$ cat config.mk
export PLATFORM = sky130hd
export DESIGN_NAME = if_fetch_stage
export DESIGN_NICKNAME = d
export VERILOG_FILES = /design/src/rtl/if_pkg.sv /design/src/rtl/if_instr_fifo.sv /design/src/rtl/if_fetch_stage.sv
export SDC_FILE = /design/constraint.sdc
export NUM_CORES = 1
export LEC_CHECK = 0
export ABC_AREA = 1
export BUFFER_PORTS_ARGS = -buffer_cell sky130_fd_sc_hd__buf_2
export CAP_MARGIN = 20
export CORE_AREA = 2 2 76 78
export CTS_CLUSTER_DIAMETER = 120
export DETAILED_ROUTE_END_ITERATION = 6
export DIE_AREA = 0 0 78 80
export GPL_TIMING_DRIVEN = 0
export PLACE_DENSITY = 0.91
export SYNTH_ARGS = -nofsm -noshare
export SYNTH_HDL_FRONTEND = slang
export SYNTH_SLANG_ARGS = --single-unit
$ cat constraint.sdc
create_clock -name clk -period 4.95 [get_ports clk]
set_input_delay 0.7425 -clock clk [delete_from_list [all_inputs] [get_ports clk]]
set_output_delay 0.7425 -clock clk [all_outputs]
set_load 0.02 [all_outputs]
$ cat src/rtl/if_pkg.sv
// rtl/if_pkg.sv - shared widths, NOP encoding and fetch FSM state type
package if_pkg;

    localparam int PC_W_DEF    = 8;
    localparam int INSTR_W_DEF = 16;

    // Bubble presented to decode whenever the instruction FIFO is empty.
    localparam logic [INSTR_W_DEF-1:0] NOP_INSTR = '0;

    // IDLE: nothing outstanding, WAIT: one read in flight,
    // DISCARD: one read in flight whose data must be dropped (branch overtook it).
    typedef enum logic [1:0] {
        ST_IDLE    = 2'd0,
        ST_WAIT    = 2'd1,
        ST_DISCARD = 2'd2
    } fetch_state_e;

endpackage

$ cat src/rtl/if_instr_fifo.sv
// rtl/if_instr_fifo.sv - two-entry FIFO of {pc, instr} with flush and occupancy count
//
// Ports:
//   clk, rst_n   clock, asynchronous active-low reset
//   push_i       write wdata_i (accepted on a full FIFO only with a same-cycle pop)
//   pop_i        drop the head entry (ignored when empty)
//   flush_i      discard all entries; overrides push and pop
//   wdata_i      entry to write
//   head_o       oldest entry (meaningless when count_o == 0)
//   count_o      occupancy, 0..2
module if_instr_fifo #(
    parameter int W = 24
) (
    input  logic         clk,
    input  logic         rst_n,
    input  logic         push_i,
    input  logic         pop_i,
    input  logic         flush_i,
    input  logic [W-1:0] wdata_i,
    output logic [W-1:0] head_o,
    output logic [1:0]   count_o
);

    logic [W-1:0] mem_q [2];
    logic         rd_ptr_q;
    logic         wr_ptr_q;
    logic [1:0]   count_q;
    logic         do_pop;
    logic         do_push;

    assign do_pop  = pop_i && (count_q != 2'd0);
    assign do_push = push_i && ((count_q != 2'd2) || do_pop);

    always_ff @(posedge clk or negedge rst_n) begin
        if (!rst_n) begin
            rd_ptr_q <= 1'b0;
            wr_ptr_q <= 1'b0;
            count_q  <= 2'd0;
        end else if (flush_i) begin
            rd_ptr_q <= 1'b0;
            wr_ptr_q <= 1'b0;
            count_q  <= 2'd0;
        end else begin
            if (do_push) wr_ptr_q <= ~wr_ptr_q;
            if (do_pop)  rd_ptr_q <= ~rd_ptr_q;
            count_q <= count_q + {1'b0, do_push} - {1'b0, do_pop};
        end
    end

    // Payload needs no reset: it is only observed while count_q says it is valid.
    always_ff @(posedge clk) begin
        if (do_push && !flush_i) mem_q[wr_ptr_q] <= wdata_i;
    end

    assign head_o  = mem_q[rd_ptr_q];
    assign count_o = count_q;

endmodule

$ cat src/rtl/if_fetch_stage.sv
// rtl/if_fetch_stage.sv - instruction fetch stage: PC, single-outstanding imem reads, 2-deep buffer to decode
//
// Ports:
//   clk, rst_n                    clock, asynchronous active-low reset
//   hazard_detected               decode stalls this cycle; head is held
//   branch_taken, branch_target   flush and redirect fetch
//   imem_req, imem_addr           one-cycle read request to instruction memory
//   imem_rvalid, imem_rdata       in-order read response
//   instr_ID, pc_ID, valid_ID     FIFO head presented to decode (NOP / 0 when empty)
module if_fetch_stage
    import if_pkg::*;
#(
    parameter int              PC_W     = PC_W_DEF,
    parameter int              INSTR_W  = INSTR_W_DEF,
    parameter logic [PC_W-1:0] RESET_PC = '0
) (
    input  logic               clk,
    input  logic               rst_n,
    input  logic               hazard_detected,
    input  logic               branch_taken,
    input  logic [PC_W-1:0]    branch_target,
    output logic               imem_req,
    output logic [PC_W-1:0]    imem_addr,
    input  logic               imem_rvalid,
    input  logic [INSTR_W-1:0] imem_rdata,
    output logic [INSTR_W-1:0] instr_ID,
    output logic [PC_W-1:0]    pc_ID,
    output logic               valid_ID
);

    localparam int ENT_W = PC_W + INSTR_W;

    fetch_state_e    state_q, state_d;
    logic [PC_W-1:0] pc_q, pc_d;
    logic [PC_W-1:0] req_addr_q, req_addr_d;

    logic [1:0]       fifo_count;
    logic [ENT_W-1:0] fifo_head;
    logic             fifo_push;
    logic             fifo_pop;
    logic             fifo_empty;

    assign fifo_empty = (fifo_count == 2'd0);

    always_ff @(posedge clk or negedge rst_n) begin
        if (!rst_n) begin
            state_q    <= ST_IDLE;
            pc_q       <= RESET_PC;
            req_addr_q <= '0;
        end else begin
            state_q    <= state_d;
            pc_q       <= pc_d;
            req_addr_q <= req_addr_d;
        end
    end

    always_comb begin
        state_d    = state_q;
        pc_d       = pc_q;
        req_addr_d = req_addr_q;
        fifo_push  = 1'b0;

        // Only IDLE has nothing in flight, so the state alone covers the
        // outstanding term of the occupancy limit. rst_n gating keeps the
        // request low while reset is held.
        imem_req = rst_n && (state_q == ST_IDLE) && (fifo_count < 2'd2) && !branch_taken;

        if (imem_req) begin
            pc_d       = pc_q + PC_W'(1);
            req_addr_d = pc_q;
        end

        case (state_q)
            ST_IDLE: begin
                // A response here has no matching request (e.g. one issued before reset).
                if (imem_req) state_d = ST_WAIT;
            end
            ST_WAIT: begin
                if (imem_rvalid) begin
                    state_d   = ST_IDLE;
                    fifo_push = !branch_taken;
                end else if (branch_taken) begin
                    state_d = ST_DISCARD;
                end
            end
            ST_DISCARD: begin
                if (imem_rvalid) state_d = ST_IDLE;
            end
            default: state_d = ST_IDLE;
        endcase

        if (branch_taken) pc_d = branch_target;
    end

    assign fifo_pop = !fifo_empty && !hazard_detected && !branch_taken;

    if_instr_fifo #(
        .W (ENT_W)
    ) u_fifo (
        .clk     (clk),
        .rst_n   (rst_n),
        .push_i  (fifo_push),
        .pop_i   (fifo_pop),
        .flush_i (branch_taken),
        .wdata_i ({req_addr_q, imem_rdata}),
        .head_o  (fifo_head),
        .count_o (fifo_count)
    );

    assign imem_addr = pc_q;
    assign valid_ID  = !fifo_empty;
    assign pc_ID     = fifo_empty ? '0 : fifo_head[ENT_W-1:INSTR_W];
    assign instr_ID  = fifo_empty ? INSTR_W'(NOP_INSTR) : fifo_head[INSTR_W-1:0];

endmodule

Word level (Yosys, flattened, before mapping) --
Memories as Yosys holds them, arrays and structs flattened. Cells that the tools add are included.
Cells by class: add/sub/neg operators 3, magnitude comparators 1, equal/unequal tests 6, mux-type cells 18, bitwise operators 2, reductions and logical operators 19
Operator list (number):
- two-way mux 8 bit | 3
- two-way mux 16 bit | 1
- two-way mux 2 bit | 5
- adder 8 x 1 -> 8 bit, second input constant | 1
- logical AND 1 bit | 8
- two-way mux 1 bit | 8
- nonzero test 2 bit | 4
- != test 2 bit, second input constant | 3
- case mux 2 bit (3 select lines) | 1
- zero test 2 bit | 2
- zero test 1 bit | 3
- != test 3 bit, second input constant | 1
- AND reduction 3 bit | 1
- adder 2 x 1 -> 2 bit | 1
- == test 2 x 1 -> 1 bit, second input constant | 1
- == test 2 bit, second input constant | 1
- < comparator 2 bit, second input constant | 1
- NOT 1 bit | 2
- subtractor 2 x 1 -> 2 bit | 1
- logical OR 1 bit | 1
Storage, ports and cells: flip-flop bits (word level) 22, memory bits (writable) 48, bits of input ports 29, output and inout bits 34, word-level logic and storage cells 56, memories 1
Memory list:
- u_fifo.mem_q | words 2, bits a word 24, read ports 1, clocked after Yosys merged registers in 0, wr ports 1, RTL line if_instr_fifo.sv:24 | logic [W-1:0] mem_q [2];

Depth between registers and ports, before layout --
Gate-level depths: netlist of run 1.
depth after elaboration 10, depth in mapped cells 8, mapped depth without buffers 8

Hierarchy --
A second synthesis of run 1 with hierarchy kept.
Second synthesis, totals: cells, all modules 331, area, all modules 3183.1 um2
By module, submodules not included:
- if_instr_fifo | instances 1, cells each 162, area each 2014.4 um2, sequential area each 1541.5 um2
- if_fetch_stage | instances 1, cells each 169, area each 1168.6 um2, sequential area each 450.4 um2

Least setup slack after synthesis of run 1 --
Ideal clock, no wire load.
path kind input to register, from input branch_taken, to memory u_fifo.mem_q[1][0] (enable), arrival 2165 ps, required time 4545 ps, path slack 2380 ps, cell stages on the path 5, path buffers 0, cell sequence inv_2 -> nand3_1 -> nor2_1 -> nand2_1 -> nor2_1
Between the ends: cells in the longest elaborated chain, start to end 8, elaborated cells on any way between the ends 10, classes of those cells mux: 4; reduce/logical: 6
Ends and longest elaborated chain:
- start, declared | RTL line if_fetch_stage.sv:20 | input logic branch_taken,
- zero test 1 bit * | RTL line if_instr_fifo.sv:52, if_fetch_stage.sv:81, if_fetch_stage.sv:95
- logical AND 1 bit | RTL line if_fetch_stage.sv:95 | assign fifo_pop = !fifo_empty && !hazard_detected && !branch_taken;
- logical AND 1 bit | RTL line if_instr_fifo.sv:31 | assign do_pop = pop_i && (count_q != 2'd0);
- logical OR 1 bit | RTL line if_instr_fifo.sv:32 | assign do_push = push_i && ((count_q != 2'd2) || do_pop);
- logical AND 1 bit | RTL line if_instr_fifo.sv:32
- logical AND 1 bit * | RTL line if_instr_fifo.sv:52 | if (do_push && !flush_i) mem_q[wr_ptr_q] <= wdata_i;
- two-way mux 1 bit * | RTL line if_instr_fifo.sv:52
- two-way mux 1 bit (implied by the code) * | RTL line if_instr_fifo.sv:52
- end, declared | RTL line if_instr_fifo.sv:24
Every way passes the cells marked *; elsewhere a longest branch is shown, timed or not.

Worst setup path after layout of run 1 --
from input rst_n, to output imem_req
Between the ends: cells in the longest elaborated chain, start to end 3
Ends and longest elaborated chain:
- start, declared | RTL line if_fetch_stage.sv:18 | input logic rst_n,
- logical AND 1 bit (3 in a row) | RTL line if_fetch_stage.sv:66 | imem_req = rst_n && (state_q == ST_IDLE) && (fifo_count < 2'd2) && !branch_taken;
- end, declared | RTL line if_fetch_stage.sv:22 | output logic imem_req,
Every way passes these cells.

==> metrics.yaml, run 1 <==
run_status:
  status: "finished clean"
floorplanning:
  core_sq_mm: 0.00541
  die_h_um: 80
  num_rows: 27
  die_area_sq_mm: 0.00624
  io_pins: 63
  die_w_um: 78
  initial_utilization_pct: 56.0
sta:
  totalNegativeSetupSlack_ns: 0
  clock-skew-final_ns: 0.0136
  slew_viol_final: 0
  setup_viol: 0
  period_share_pct: 53.8
  max_slew_margin_pct: 53.2
  rsz0062_at_grt: "no"
  min_period_ns: 2.66
  finalHoldViolCount: 0
  fmax_ghz: 0.375
  worst_slew_pin_slew_ns: 0.701
logic_synthesis:
  synth_top_cell_by_area: "edfxtp_1"
  netlist_area_sq_mm: 0.00303
  synth_area_leaders: "edfxtp_1 (48%), dfrtp_1 (18%), nand2_1 (10%)"
  syn_inst: 271
  avgSynthCellArea_sq_um: 11.2
  yosys_register_bits: 70
  synth_warnings: 0
  yosysTopAreaCellShare_pct: 47.6
  ys_types: 28
  synth_nets: 303
  seq_area_frac_synth_pct: 65.8
placed_design:
  post-place-cells: 407
  io_buffers: 62
  globalplace.congestion: 0.908
  hpwlAfterDp_mm: 4.29
  placed_cell_area_sq_mm: 0.00346
finish:
  layout.cells.non_filler: 423
  multiInputGateArea_sq_um: 883
  seq_area_sq_mm: 0.00199
  final_area_sq_mm: 0.00365
  diodes: 0
  fin_util_pct: 67.5
  syn_to_final_growth_pct: 20.6
  layout_commonest_cell: "nand2_1"
  fillers: 401
  drive_gt1_share_pct: 33.6
  layout_common_cells: "nand2_1 (81), buf_2 (69), edfxtp_1 (48)"
  nets: 378
worst_setup_path:
  slowest_stage: "buf_2"
  cp_common_cell: "buf_2"
  start_kind: "input pin"
  cp-end-kind: "output pin"
  cp_max_fo: 23
  path_class: "in -> out"
  required_ns: 4.21
  rr_worst_depth: 6
  crit_chain: "buf_2 > inv_1 > nor2_4 > nand3_4 > inv_4 > buf_2"
  max_stage_delay_ns: 0.42
  cp.arrival_ns: 1.92
routing:
  drt_iter0_drc: 102
  wl_mm: 6.30
  num_vias: 2237
  wl_per_cell_um: 14.9
  drcViolationCount: 0
  vias_per_cell: 5.29
  first_pass_iters: 4
  antenna_left: 0
global_routing:
  grtUsageTotal_pct: 21.8
  grt_start_max_net_pins: 24
  grt_pass1_vias: 2243
  grt_overflow: 0
  antenna_found_initial: 0
  grt_pass1_wl_mm: 10.3
clock_network:
  clock_latency_ns: 0.34
  cts_sinks: 70
  ctsResizeCount: 0
  clockRootBuffer: "clkbuf_8"
  clk_path_buf_depth: 2
  cts_hold_buf: 0
  cts_tree: "yes"
  htreeDepth: 3
  cts_setup_buffers: 0
  numCtsBuffers: 9
  path_clk_slew_ns: 0.07
power:
  powerDensity_mw_per_mm2: 380
  p_leak_nw: 1.62
  vdd_drop_max_mv: 0.172
  total_power_mw: 1.39
min_path:
  hold_path_class: "in -> async"
run:
  cap_viol_max_count: 0
## cell usage after synthesis
cell type and count:
nand2_1 81, edfxtp_1 48, dfrtp_1 22, nand3_1 22, inv_1 18, a21oi_1 15, a21oi_2 10, nor2_1 9
buf_2 7, o21ai_2 5, o21ai_0 4, buf_6 3, ha_1 3, inv_2 2, inv_4 2, nand2_2 2
nand4_1 2, nor2_4 2, o211ai_1 2, o21a_1 2, o21ai_1 2, xnor2_1 2, nand3_4 1, nor2_2 1
o211ai_2 1, o31ai_1 1, or2_4 1, xor2_1 1
## registers in the layout, summed over array words and instances (netlist names)
name	count
imem_addr	8
req_addr_q	8
state_q	2
u_fifo.count_o	2
u_fifo.mem_q	48
u_fifo.rd_ptr_q	1
u_fifo.wr_ptr_q	1
## path summary, 6_finish.rpt
check	startpoint	slack [ns]	end
min in group clk	req_addr_q[2]$_DFFE_PN0P_	0.48	u_fifo.mem_q[0][18]$_DFFE_PP_
hold / removal	rst_n	0.37	imem_addr[0]$_DFFE_PN0P_
setup / recovery	rst_n	2.29	imem_req
hold reg to reg	req_addr_q[2]$_DFFE_PN0P_	0.48	u_fifo.mem_q[0][18]$_DFFE_PP_
setup reg to reg	state_q[1]$_DFFE_PN0P_	2.95	u_fifo.mem_q[0][11]$_DFFE_PP_
max in group asynchronous	rst_n	4.23	req_addr_q[2]$_DFFE_PN0P_
## critical path: cells and delay by family
kind                   cells  cell delay, ns
buffers and inverters      4            0.89
and+or+nand+nor            2            0.29
## power breakdown
| part | leakage [nW] | switching, mW | total, mW | internal (mW) |
|---|---|---|---|---|
| logic | 0.809 | 0.152 | 0.233 | 0.0814 |
| registers | 0.711 | 0.0375 | 0.716 | 0.679 |
| clock network | 0.0964 | 0.210 | 0.439 | 0.229 |
| total | 1.62 | 0.399 | 1.39 | 0.989 |
## cell families (layout without fill, tap and decap cells)
logic type,Yosys count,count (layout),synth area share (%)
xor+xnor,3,3,0.868
simple gates,121,121,17.4
compound gates,42,42,9.47
fa+ha+maj,3,3,1.24
flops,70,70,65.8
buf+inv,32,112,5.17
## final cells by class
| class | count | area share (%) |
|---|---|---|
| sequential | 70 | 54.6 |
| clock buffer | 9 | 3.39 |
| multi-input combinational | 169 | 24.2 |
| inverter | 22 | 2.40 |
| tap | 72 | 2.47 |
| timing repair buffer | 64 | 9.32 |
| clock inverter | 7 | 1.78 |
| buffer | 10 | 1.88 |
## layer usage
layer	GRT usage (%)	routed length [um]
met4	8.60	79
met5	0	0
met2	38.2	3280
met3	5.66	361
met1	25.7	2570
## per-stage QoR
| stage | hold WS [ns] | worst slack (ns) |
|---|---|---|
| after floorplan | 0.442 | 2.38 |
| after global placement | 0.453 | 1.72 |
| after detailed placement | 0.465 | 2.26 |
| after CTS | 0.376 | 2.26 |
| after global routing | 0.388 | 2.14 |
| final | 0.367 | 2.29 |
Power figures use the tool's default switching activity.
==> inputs of run 2 (changes only) <==
Settings changed: CORE_AREA 2 2 76 78 to 2 2 78 80, DIE_AREA 0 0 78 80 to 0 0 80 82, PLACE_DENSITY 0.91 to 0.88.
Clock period 4.95 ns to 2.6 ns, I/O delays scaled along.
==> run 2 against run 1 <==
  * Clock power grew 110%
  * Critical path depth is the same
  * Core utilization shrank 3.2 points
  * First-iteration DRC count grew 45%
  * Sequential cell count is the same
  * Critical path type is now reg -> out
  * Clock-buffer cell count grew 1
  * Final area grew 1.2%
==> metrics.yaml, run 2 (synthesis results as in run 1) <==
power:
  vdd_drop_max_mv: 0.347  # +100%
  total_power_mw: 2.70  # +94%
  p_leak_nw: 1.63  # +0.92%
  powerDensity_mw_per_mm2: 730  # +92%
run:
  cap_viol_max_count: 0  # unchanged
finish:
  layout_commonest_cell: "nand2_1"
  largest_register_ff_count: 48  # unchanged
  diodes: 0  # unchanged
  largest-register: "u_fifo.mem_q"
  drive_gt1_share_pct: 32.8  # -0.85 points
  nets: 378  # unchanged
  fillers: 441  # +10%
  syn_to_final_growth_pct: 22.1
  layout_common_cells: "nand2_1 (81), buf_2 (69), edfxtp_1 (48)"
  final_area_sq_mm: 0.00369  # +1.2%
sta:
  slew_viol_final: 0  # unchanged
  finalHoldViolCount: 0  # unchanged
  min_period_ns: 2.02
  fmax_ghz: 0.495
  rsz0062_at_grt: "no"
  clock-skew-final_ns: 0.00733  # -0.00630 ns
  max_slew_margin_pct: 61.4  # +8.2 points
  period_share_pct: 77.6
  setup_viol: 0  # unchanged
  worst_slew_pin_slew_ns: 0.578  # -0.123 ns
clock_network:
  clk_path_buf_depth: 2  # unchanged
  ctsResizeCount: 0  # unchanged
  clock_latency_ns: 0.34  # about the same
  numCtsBuffers: 9  # unchanged
  htreeDepth: 3  # unchanged
  path_clk_slew_ns: 0.06  # about the same
  cts_sinks: 70  # unchanged
  cts_tree: "yes"
  clockRootBuffer: "clkbuf_8"
  cts_hold_buf: 0  # unchanged
  cts_setup_buffers: 0  # unchanged
worst_setup_path:
  critical_path_buf_inv_count: 4  # unchanged
  crit_family: "buffers and inverters"
  start_kind: "flop"
  max_stage_delay_ns: 0.36  # -0.06 ns
  cp_common_cell: "buf_2"
  slowest_stage: "dfrtp_1"
  crit_chain: "buf_2 > inv_2 > buf_2 > nand2_1 > a21oi_1 > buf_2"
  cp_max_fo: 10  # -57%
  path_class: "reg -> out"
  required_ns: 2.21  # -2.00 ns
  cp-end-kind: "output pin"
  cp.arrival_ns: 1.63  # -0.29 ns
placed_design:
  io_buffers: 62  # unchanged
  placed_cell_area_sq_mm: 0.00349  # +0.83%
  globalplace.congestion: 0.864  # -4.8%
  hpwlAfterDp_mm: 4.04  # -5.7%
floorplanning:
  num_rows: 28  # +3.7%
  initial_utilization_pct: 52.7  # -3.3 points
  die_w_um: 80  # +2.6%
  core_sq_mm: 0.00575  # +6.3%
  die_h_um: 82  # +2.5%
  io_pins: 63  # unchanged
  die_area_sq_mm: 0.00656  # +5.1%
run_status:
  status: "finished clean"
global_routing:
  grt_pass1_wl_mm: 9.08  # -12%
  grt_pass1_vias: 2052  # -8.5%
  grt_overflow: 0  # unchanged
  antenna_found_initial: 0  # unchanged
  grt_start_max_net_pins: 24  # unchanged
  grtUsageTotal_pct: 18.7  # -3.1 points
routing:
  wl_mm: 5.78  # -8.3%
  wl_per_cell_um: 13.6  # -8.9%
  drcViolationCount: 0  # unchanged
  first_pass_iters: 4  # unchanged
  vias_per_cell: 5.06  # -4.3%
  num_vias: 2157  # -3.6%
  antenna_left: 0  # unchanged
  drt_iter0_drc: 148  # +45%
min_path:
  hold_path_class: "in -> async"
-- run 2: through the flow --
step | setup slack (ns) | std cells | utilization (%) | TNS (ns) | hold slack [ns]
6_report | 0.581 | 426 | 64.3 | 0 | 0.0269
2_1_floorplan | 0.383 | 271 | - | 0 | 0.0944
3_3_place_gp | -0.262 | 408 | 59.7 | -12.36 | 0.388
5_1_grt | 0.450 | 426 | 64.3 | 0 | 0.0527
3_5_place_dp | 0.574 | 410 | 60.8 | 0 | 0.394
4_1_cts | 0.575 | 426 | 64.3 | 0 | 0.0304
-- run 2: layout make-up --
| type | count | area (sq um) | share of cell area, % |
|---|---|---|---|
| plain buffers | 10 | 68.8 | 1.86 |
| clock buffers | 10 | 128 | 3.45 |
| clock inverters | 6 | 76.3 | 2.07 |
| inverters | 22 | 87.6 | 2.37 |
| multi-input cells | 169 | 883 | 23.9 |
| flip-flops and latches | 70 | 1990 | 53.9 |
| well taps | 75 | 93.8 | 2.54 |
| repair buffers | 64 | 365 | 9.89 |
-- run 2: worst paths after layout --
kind                       slack [ns]                        start  cells past startpoint                       endpoint
max in group asynchronous        2.22                        rst_n                      1       imem_addr[7]$_DFFE_PN0P_
min reg2reg                      0.48    req_addr_q[5]$_DFFE_PN0P_                      0  u_fifo.mem_q[1][21]$_DFFE_PP_
max                              0.58  u_fifo.rd_ptr_q$_DFFE_PN0P_                      6                   instr_ID[14]
min                              0.03                        rst_n                      1    u_fifo.count_o[0]$_DFF_PN0_
max reg2reg                      0.74       state_q[1]$_DFFE_PN0P_                      6   u_fifo.mem_q[1][3]$_DFFE_PP_
min in group clk                 0.24               imem_rdata[13]                      1  u_fifo.mem_q[0][13]$_DFFE_PP_
-- run 2: where the power goes --
group          internal [mW]  total, mW  switching (mW)
logic                  0.156      0.435           0.278
clock network          0.529      0.901           0.372
registers               1.29       1.36          0.0703
total                   1.98       2.70           0.720
-- run 2: routing by layer --
| layer | part of all wire, % | vias to the layer above | routed length, um | track usage [%] |
|---|---|---|---|---|
| li1 | - | 1069 | - | - |
| met1 | 41 | 1004 | 2350 | 22.0 |
| met2 | 52 | 74 | 3000 | 33.0 |
| met3 | 5.6 | 10 | 324 | 3.41 |
| met4 | 1.9 | 0 | 108 | 9.66 |
| met5 | 0 | - | 0 | 0 |
==> inputs of run 3 (changes only) <==
Clock period 2.6 ns to 1.9 ns, I/O delays scaled along.
==> run 3 against run 2 <==
  * Non-clock buffer count increased by 2
  * Register-to-register slack got worse by 0.71 ns
  * Worst hold slack better by 0.11 ns
  * Clock-buffer cell count is the same
  * Combinational power up 41%
  * Wire length rose by 0.33%
  * Worst setup slack got worse by 0.55 ns
  * Final area is 1.6% higher
  * Clock power is 35% higher
  * Core utilization grew 1.0 points
  * Via count down 0.65%
==> metrics.yaml, run 3 (synthesis results as in run 1) <==
run_status:
  status: "finished clean"
worst_setup_path:
  cp_max_fo: 17  # +7
  start_kind: "flop"
  path_class: "reg -> reg"
  crit_chain: "inv_1 > nand3_1 > nor2_1 > nand2_1 > nor2_2 > buf_16"
  max_stage_delay_ns: 0.48  # +0.12 ns
  slowest_stage: "nor2_2"
  cp-end-kind: "flop"
  cp.arrival_ns: 1.91  # +0.28 ns
  required_ns: 1.94  # -0.27 ns
placed_design:
  place_ws_ns: -0.0212  # -0.595 ns
  globalplace.congestion: 0.864  # unchanged
  placed_cell_area_sq_mm: 0.00349  # unchanged
  hpwlAfterDp_mm: 4.04  # unchanged
  io_buffers: 62  # unchanged
clock_network:
  clk_path_buf_depth: 2  # unchanged
  cts_sinks: 70  # unchanged
  clock_latency_ns: 0.33  # about the same
  cts_tree: "yes"
  clockRootBuffer: "clkbuf_8"
  numCtsBuffers: 9  # unchanged
  path_clk_slew_ns: 0.07  # about the same
  htreeDepth: 3  # unchanged
power:
  powerDensity_mw_per_mm2: 986  # +35%
  vdd_drop_max_mv: 0.472  # +36%
  total_power_mw: 3.70  # +37%
  p_leak_nw: 1.65  # +1.4%
global_routing:
  grt_start_max_net_pins: 23  # -4.2%
  grt_overflow: 0  # unchanged
  grtUsageTotal_pct: 18.8  # +0.072 points
  grt_pass1_vias: 2064  # +0.58%
  antenna_found_initial: 0  # unchanged
  grt_pass1_wl_mm: 9.14  # +0.61%
finish:
  nets: 380  # +0.53%
  final_area_sq_mm: 0.00375  # +1.6%
  syn_to_final_growth_pct: 24.0
  largest-register: "u_fifo.mem_q"
  layout_common_cells: "nand2_1 (81), buf_2 (63), edfxtp_1 (48)"
  largest_register_ff_count: 48  # unchanged
  drive_gt1_share_pct: 32.9  # +0.098 points
  diodes: 0  # unchanged
  layout_commonest_cell: "nand2_1"
floorplanning:
  num_rows: 28  # unchanged
  io_pins: 63  # unchanged
  initial_utilization_pct: 52.7  # unchanged
  die_w_um: 80  # unchanged
  die_area_sq_mm: 0.00656  # unchanged
  die_h_um: 82  # unchanged
  core_sq_mm: 0.00575  # unchanged
routing:
  num_vias: 2143  # -0.65%
  wl_per_cell_um: 13.5  # -0.14%
  wl_mm: 5.80  # +0.33%
  antenna_left: 0  # unchanged
  vias_per_cell: 5.01  # -1.1%
  drt_iter0_drc: 123  # -17%
  first_pass_iters: 4  # unchanged
  drcViolationCount: 0  # unchanged
sta:
  max_slew_margin_pct: 62.2  # +0.79 points
  finalHoldViolCount: 0  # unchanged
  rsz0062_at_grt: "yes"
  slew_viol_final: 0  # unchanged
  period_share_pct: 98.2
  worst_slew_pin_slew_ns: 0.566  # -0.0119 ns
  setup_slack_ns: 0.0337  # -0.548 ns
  clock-skew-final_ns: 0.00584  # -0.00150 ns
  setup_viol: 0  # unchanged
  min_period_ns: 1.87
  fmax_ghz: 0.536
min_path:
  hold_path_class: "in -> reg"
run:
  cap_viol_max_count: 0  # unchanged
## run 3: changes by cell type in the layout (fill, tap and decap cells not counted), sizes merged
cell	change
dlygate4sd3	+1
clkbuf	+1
## run 3: repair_timing
action,in CTS,in global routing
setup endpoints to repair,3,51
setup buffers,0,0
hold buffers,1,0
resized for setup,2,7
hold endpoints to repair,22,0
## run 3: power by group
part,switching [mW],total (mW),internal (mW),leakage (nW)
Sequential,0.0950,1.86,1.77,0.711
Combinational,0.385,0.612,0.228,0.840
Clock,0.501,1.22,0.724,0.103
Total,0.980,3.70,2.72,1.65
## run 3: layout make-up
type / count / area, sq um
clock inverter: 6 / 76.3
timing repair buffer: 66 / 408
multi-input combinational: 169 / 883
buffer: 10 / 82.6
fill: 431 / 1990
sequential: 70 / 1990
inverter: 22 / 90.1
tap: 75 / 93.8
clock buffer: 10 / 128
## run 3: path summary, 6_finish.rpt
check / from / endpoint / slack [ns] / cells past startpoint
worst max register to register: state_q[1]$_DFFE_PN0P_ / u_fifo.mem_q[1][4]$_DFFE_PP_ / 0.03 / 6
worst max-delay path: state_q[1]$_DFFE_PN0P_ / u_fifo.mem_q[1][4]$_DFFE_PP_ / 0.03 / 6
max in group asynchronous: rst_n / req_addr_q[4]$_DFFE_PN0P_ / 1.08 / 3
worst min register to register: req_addr_q[5]$_DFFE_PN0P_ / u_fifo.mem_q[1][21]$_DFFE_PP_ / 0.48 / 0
min in group asynchronous: rst_n / state_q[0]$_DFFE_PN0P_ / 0.42 / 2
worst min-delay path: imem_rdata[13] / u_fifo.mem_q[0][13]$_DFFE_PP_ / 0.14 / 1
## run 3: metrics by stage
stage          hold slack (ns)  setup TNS, ns  util (%)  instances
6_report                 0.141              0      65.3        428
5_1_grt                  0.116          -3.88      65.3        428
4_1_cts                  0.121              0      64.6        427
3_5_place_dp             0.289         -0.624      60.8        410
3_3_place_gp             0.283         -40.92      59.7        408
2_1_floorplan          -0.0106         -14.12         -        271
## run 3: critical path, delay by kind of cell (launching register included)
family | cells | cell delay (ns)
buffers and inverters | 2 | 0.32
and+or+nand+nor | 4 | 0.83
DFF | 1 | 0.41
## run 3: metal layers
metal	part of all wire (%)	vias up	global-route usage [%]	wire length, um
li1	-	1076	-	-
met1	40	995	22.4	2340
met2	54	68	32.8	3110
met3	5.2	4	3.41	304
met4	0.66	0	9.66	38
met5	0	-	0	0
